**src/rtl/alarm_controller.sv**
```systemverilog
// Alarm sequencer: holds the programmed mm:ss alarm, detects the match edge against
// the running time and walks OFF/ARMED/RINGING/SNOOZED with snooze and auto-silence.
module alarm_controller #(
  parameter int RING_SECS   = 60,
  parameter int SNOOZE_SECS = 300,
  parameter int SNOOZE_MAX  = 3
) (
  input  logic       clk,
  input  logic       reset_n,
  input  logic       tick,
  input  logic [5:0] cur_min,
  input  logic [5:0] cur_sec,
  input  logic       set_mode,
  input  logic       inc_min,
  input  logic       inc_sec,
  input  logic       arm,
  input  logic       snooze,
  input  logic       stop,
  output logic       play_sound,
  output logic [5:0] alm_min,
  output logic [5:0] alm_sec,
  output logic       show_alarm,
  output logic [1:0] state,
  output logic [1:0] snooze_cnt
);

  typedef enum logic [1:0] {
    S_OFF     = 2'b00,
    S_ARMED   = 2'b01,
    S_RINGING = 2'b10,
    S_SNOOZED = 2'b11
  } state_t;

  localparam logic [8:0] RING_LAST   = 9'(RING_SECS - 1);
  localparam logic [8:0] SNOOZE_LAST = 9'(SNOOZE_SECS - 1);
  localparam logic [1:0] SNZ_MAX     = 2'(SNOOZE_MAX);

  state_t     state_q, state_d;
  logic [8:0] timer_q, timer_d;
  logic [1:0] cnt_q, cnt_d;
  logic [5:0] alm_min_q, alm_min_d;
  logic [5:0] alm_sec_q, alm_sec_d;
  logic       match, match_q, trigger, edit_ok;

  function automatic logic [5:0] inc_wrap59(input logic [5:0] v);
    return (v == 6'd59) ? 6'd0 : v + 6'd1;
  endfunction

  assign match   = (cur_min == alm_min_q) && (cur_sec == alm_sec_q);
  // Rising edge of the match only, so a stop inside the matching second cannot re-ring
  assign trigger = match && !match_q && !set_mode;
  assign edit_ok = set_mode && !state_q[1];

  always_ff @(posedge clk or negedge reset_n) begin
    if (!reset_n) begin
      state_q   <= S_OFF;
      timer_q   <= '0;
      cnt_q     <= '0;
      alm_min_q <= '0;
      alm_sec_q <= '0;
      match_q   <= 1'b0;
    end else begin
      state_q   <= state_d;
      timer_q   <= timer_d;
      cnt_q     <= cnt_d;
      alm_min_q <= alm_min_d;
      alm_sec_q <= alm_sec_d;
      match_q   <= match;
    end
  end

  always_comb begin
    state_d   = state_q;
    timer_d   = timer_q;
    cnt_d     = cnt_q;
    alm_min_d = alm_min_q;
    alm_sec_d = alm_sec_q;

    if (edit_ok) begin
      if (inc_min) alm_min_d = inc_wrap59(alm_min_q);
      if (inc_sec) alm_sec_d = inc_wrap59(alm_sec_q);
    end

    case (state_q)
      S_OFF: begin
        if (arm) state_d = S_ARMED;
      end
      S_ARMED: begin
        if (!arm) begin
          state_d = S_OFF;
          cnt_d   = '0;
        end else if (trigger) begin
          state_d = S_RINGING;
          cnt_d   = '0;
        end
      end
      S_RINGING: begin
        if (!arm) begin
          state_d = S_OFF;
          cnt_d   = '0;
        end else if (stop) begin
          state_d = S_ARMED;
        end else if (snooze && (cnt_q < SNZ_MAX)) begin
          state_d = S_SNOOZED;
          cnt_d   = cnt_q + 2'd1;
        end else if (tick) begin
          if (timer_q == RING_LAST) state_d = S_ARMED;
          else                      timer_d = timer_q + 9'd1;
        end
      end
      S_SNOOZED: begin
        if (!arm) begin
          state_d = S_OFF;
          cnt_d   = '0;
        end else if (stop) begin
          state_d = S_ARMED;
          cnt_d   = '0;
        end else if (tick) begin
          if (timer_q == SNOOZE_LAST) state_d = S_RINGING;
          else                        timer_d = timer_q + 9'd1;
        end
      end
      default: state_d = S_OFF;
    endcase

    // Every state change restarts the tick count
    if (state_d != state_q) timer_d = '0;
  end

  assign play_sound = (state_q == S_RINGING);
  assign show_alarm = edit_ok;
  assign state      = state_q;
  assign snooze_cnt = cnt_q;
  assign alm_min    = alm_min_q;
  assign alm_sec    = alm_sec_q;

endmodule
```
**config.mk**
```make
export PLATFORM = sky130hd
export DESIGN_NAME = alarm_controller
export DESIGN_NICKNAME = d
export VERILOG_FILES = /design/src/rtl/alarm_controller.sv
export SDC_FILE = /design/constraint.sdc
export NUM_CORES = 1
export LEC_CHECK = 0
export ABC_AREA = 1
export BUFFER_PORTS_ARGS = -buffer_cell sky130_fd_sc_hd__buf_2
export CAP_MARGIN = 20
export CORE_ASPECT_RATIO = 2
export CORE_MARGIN = 2
export CORE_UTILIZATION = 54
export DETAILED_ROUTE_END_ITERATION = 16
export PLACE_DENSITY = 0.79
export REMOVE_ABC_BUFFERS = 1
export SYNTH_ARGS = -nofsm -noshare
export SYNTH_HDL_FRONTEND = slang
export SYNTH_SLANG_ARGS = --single-unit
```
**constraint.sdc**
```tcl
create_clock -name clk -period 2.05 [get_ports clk]
set_clock_uncertainty 0.15 [all_clocks]
set_input_delay 0 -clock clk [delete_from_list [all_inputs] [get_ports clk]]
set_output_delay 0 -clock clk [all_outputs]
set_load 0.01 [all_outputs]
```
* Yosys cells after proc, flatten, opt, wreduce, memory -nomap -nowiden *
Cells that the tools add are included.

operators by class
  reduce and logical (&&, ||, !) cells = 15
  mux-type cells = 34
  magnitude comparators = 1
  $add $sub $neg = 4
  equal/unequal tests = 23

operators by type and width
  cell                                                 number
  two-way mux 9 bit                                    10
  two-way mux 2 bit                                    19
  != test 3 bit, second input constant                 7
  != test 3 x 2 -> 1 bit, second input constant        6
  one-hot mux 9 bit (2 select lines)                   1
  adder 6 x 1 -> 6 bit, second input constant          2
  equality test 6 bit                                  2
  equality test 6 bit, second input constant           2
  two-way mux 6 bit                                    2
  AND reduction 10 bit                                 1
  adder 9 x 1 -> 9 bit, second input constant          1
  equality test 9 x 6 -> 1 bit, second input constant  1
  equality test 9 bit, second input constant           1
  one-hot mux 2 bit (4 select lines)                   1
  one-hot mux 2 bit (3 select lines)                   1
  nonzero test 3 bit                                   2
  logical AND 1 bit                                    5
  AND reduction 5 bit                                  1
  equality test 2 bit, second input constant           2
  AND reduction 2 bit                                  2
  logical NOT 1 bit                                    3
  adder 2 x 1 -> 2 bit, second input constant          1
  equality test 2 x 1 -> 1 bit, second input constant  1
  logical NOT 2 bit                                    1
  2 further kinds                                      2

word-level totals
  output and inout bits = 18
  input bits = 21
  register bits = 26
  logic and storage cells = 83

* Depth between registers and ports, before layout *
  depth in word-level cells = 10
  depth in mapped cells = 12
  gate-level depth less buffers = 12

* Least setup slack after synthesis *
OpenSTA, ideal clock, no wires.

  kind = reg-to-reg
  start point = register timer_q[0]
  end point = register timer_q[2]
  data required time = 1.780 ns
  arrival = 1.403 ns
  period minus slack after synthesis = 1.673 ns
  path buffers = 0
  stages on the path, launching flop included = 12
  slack = 0.377 ns
  cell sequence = dfrtp_1 -> ha_1 -> nand3_2 -> nand3b_1 -> nand2_1 -> nand2_1 -> nor2_2 -> nand3_2 -> nand2_2 -> inv_4 -> nand2_8 -> nor2_1

between the ends
  longest elaborated chain between the ends = 10
  elaborated cells between the ends (all ways) = 36
  classes of those cells = 1 x add/sub; 12 x eq/ne; 21 x mux; 2 x reduce/logical

RTL lines
  element                                                line  source
  start, declared                                        39    logic [8:0] timer_q, timer_d;
  start signal, assigned                                 64    timer_q <= timer_d;
  equality test 9 x 6 -> 1 bit                           107   if (timer_q == RING_LAST) state_d = S_ARMED;
  two-way mux 2 bit                                      107
  two-way mux 2 bit                                      106   end else if (tick) begin
  two-way mux 2 bit                                      103   end else if (snooze && (cnt_q < SNZ_MAX)) begin
  two-way mux 2 bit                                      101   end else if (stop) begin
  two-way mux 2 bit                                      98    if (!arm) begin
  one-hot mux 2 bit (4 select lines)                     84    case (state_q)
  != test 2 bit                                          127   if (state_d != state_q) timer_d = '0;
  != test 3 bit (no line), or another cell as far along  n/a
  AND reduction 10 bit (no line)                         n/a

Several ways; a longest one is shown, not always the timed one. The select of a mux whose other input is x is not followed.
A chain may end at the register's enable or synchronous reset.

* Worst setup path after layout *
Same ends and word-level chain as after synthesis.

==> flow_metrics.tcl <==
set metrics [dict create \
    status "finished with violations" \
    violations "hold timing" \
    post_route_cells_drive_above_1_share_pct 24.4 \
    dp_cells 313 \
    grt_max_degree 27 \
    antenna_found_initial 0 \
    final_cell_mix "nand2_1 (62), inv_1 (38), buf_2 (38)" \
    fin_nets 317 \
    synth_edf_count 0 \
    netlist_instances 244 \
    leakagePower_nw 1.13 \
    row_count 29 \
    post-cts-setup-buffers 0 \
    tightest_slew_ns 0.603 \
    ys_types 29 \
    holdCritPathClass "in -> reg" \
    h-tree-depth 1 \
    cts_tree "done" \
    io_buffers 38 \
    slew_headroom_pct 59.8 \
    yosys_most_used_dff "dfrtp_1" \
    critPathLaunchType "flip-flop" \
    final_common_cell "nand2_1" \
    yosysWarnings 0 \
    clockRootBuffer "clkbuf_8" \
    wl_per_cell_um 12.8 \
    coreArea_um2 3160 \
    grt_pass1_wl_mm 7.22 \
    period_needed_ns 1.87 \
    slowest_delay_ns 0.43 \
    finalHoldViolations 1 \
    cp.required_ns 2.07 \
    synthTopCellsByArea "dfrtp_1 (36%), nand2_1 (13%), inv_1 (8.0%)" \
    die_area_um2 3810 \
    diodes 0 \
    crit_chain "ha_2 -> nand3_2 -> nor2_2 -> nand2_1 -> nand2_1 -> nand2_1 -> nand3_4 -> inv_4 -> nand2_1 -> xor2_1 -> nor2_1" \
    cts_sinks 26 \
    ir_drop_mv 0.687 \
    vias_per_cell 5.26 \
    initialDrtViolationCount 45 \
    slowest_stage "dfrtp_1" \
    cts_made_buffers 3 \
    pin_count 39 \
    grt_setup_unrepaired "false" \
    instances_no_fill 322 \
    synthArstFlopShare_pct 100 \
    syn_area_um2 1780 \
    chipHeight_um 85.3 \
    place_congestion 0.805 \
    cts_max_path_buffers 2 \
    drt-total-wl_mm 4.14 \
    drv_slew 0 \
    ys_seq_elements 26 \
    synth_top_cell_by_area "dfrtp_1" \
    track_usage_pct 25.1 \
    die_x_um 44.6 \
    cpLargestDelayFamily "simple AND/OR/NAND/NOR gates" \
    yosysSeqAreaShare_pct 36.5 \
    finalSetupTns_ns 0 \
    whs_ns -0.00133 \
    critical_path_buf_inv_count 1 \
    drt_pre_antenna_iters 4 \
    crit_path_frequent_cell "nand2_1" \
    path_clk_slew_ns 0.09 \
    finalSetupViolCount 0 \
    initial_utilization_pct 56.5 \
    clock.fmax_mhz 535 \
    clk_latency_ns 0.28 \
    syn_area_per_cell_um2 7.31 \
    min_period_over_period_pct 91.2 \
    cp-end-kind "flip-flop" \
    critical_path_class "reg -> reg" \
    final_antenna_net_count 0 \
    synth_top_area_share_pct 36.5 \
    maxCapViolCount 0 \
    power_per_cell_area_nw_per_um2 979 \
    route.detailed.drc 0 \
    grt_pass1_vias 1698 \
    critPathMaxFanout 7 \
    hpwl_mm 3.24 \
    vias 1694 \
    syn_to_final_growth_pct 19.8 \
    worstPathArrival_ns 1.89 \
    overflow 0 \
]
metal layers:
layer / up-vias / global-route usage, % / share of wire (%)
met4: 0 / 7.44 / 1.3
li1: 871 / - / -
met2: 29 / 48.7 / 60
met3: 5 / 1.91 / 2.6
met5: - / 0 / 0
met1: 789 / 26.3 / 36
final cells by class:
cell class | instances | area [um2]
flip-flops and latches | 26 | 651
inverters | 46 | 178
repair buffers | 43 | 240
clock inverters | 1 | 30.0
multi-input cells | 172 | 958
clock buffers | 3 | 41.3
well taps | 31 | 38.8
fillers | 289 | 1020
registers in the layout (all words and copies together), names as in the netlist:
name        count
timer_q         9
alm_min         6
alm_sec         6
snooze_cnt      2
state           2
match_q         1
Yosys cell counts, types with 5 or more instances:
library cell / n
nand2_1: 62
nor3_1: 10
nor2_2: 8
xor2_1: 7
inv_2: 5
dfrtp_1: 26
nand3_1: 11
nor2_1: 18
inv_1: 38
nand4_1: 8
a21oi_1: 13
per-stage QoR:
step	util [%]	setup slack [ns]	area, um2	power (mW)
2_1_floorplan	-	0.377	1780	1.38
3_3_place_gp	63.8	0.246	2010	1.65
3_5_place_dp	63.8	0.189	2010	1.67
4_1_cts	67.6	0.166	2130	2.11
5_1_grt	67.7	0.0122	2140	2.26
6_report	67.7	0.180	2140	2.09
what timing repair did:
| item | 4_1_cts | 5_1_grt |
|---|---|---|
| endpoints found under the hold margin | 32 | 0 |
| resized for setup | 0 | 1 |
| endpoints found under the setup margin | 0 | 1 |
| hold buffers | 5 | 0 |
cell families after synthesis:
group,share of synthesized area (%)
adder cells (fa/ha/maj),2.81
flip-flops,36.5
buffers and inverters,9.96
AND/OR/NAND/NOR,37.9
AO/OA/AOI/OAI,7.43
XOR/XNOR,5.40
where the power goes:
group	internal [mW]	total (mW)	switching, mW
combinational	0.327	0.864	0.537
sequential	0.632	0.797	0.165
clock	0.262	0.431	0.170
path summary, 6_finish.rpt:
check / from / to / slack (ns) / cells past startpoint
min in group asynchronous: reset_n / timer_q[3] / 0.10 / 2
max in group asynchronous: reset_n / timer_q[7] / 1.25 / 2
min reg2reg: snooze_cnt[1] / snooze_cnt[1] / 0.40 / 2
max reg2reg: timer_q[0] / timer_q[2] / 0.18 / 11
min: stop / state[1] / -0.001 / 4
max: timer_q[0] / timer_q[2] / 0.18 / 11
worst min-delay path, stage by stage:
cell and delay (ns):
buf_2 0.14, inv_1 0.06, nand3_1 0.09, nand3_1 0.10
Note: power is estimated with default switching activity, not from simulation.
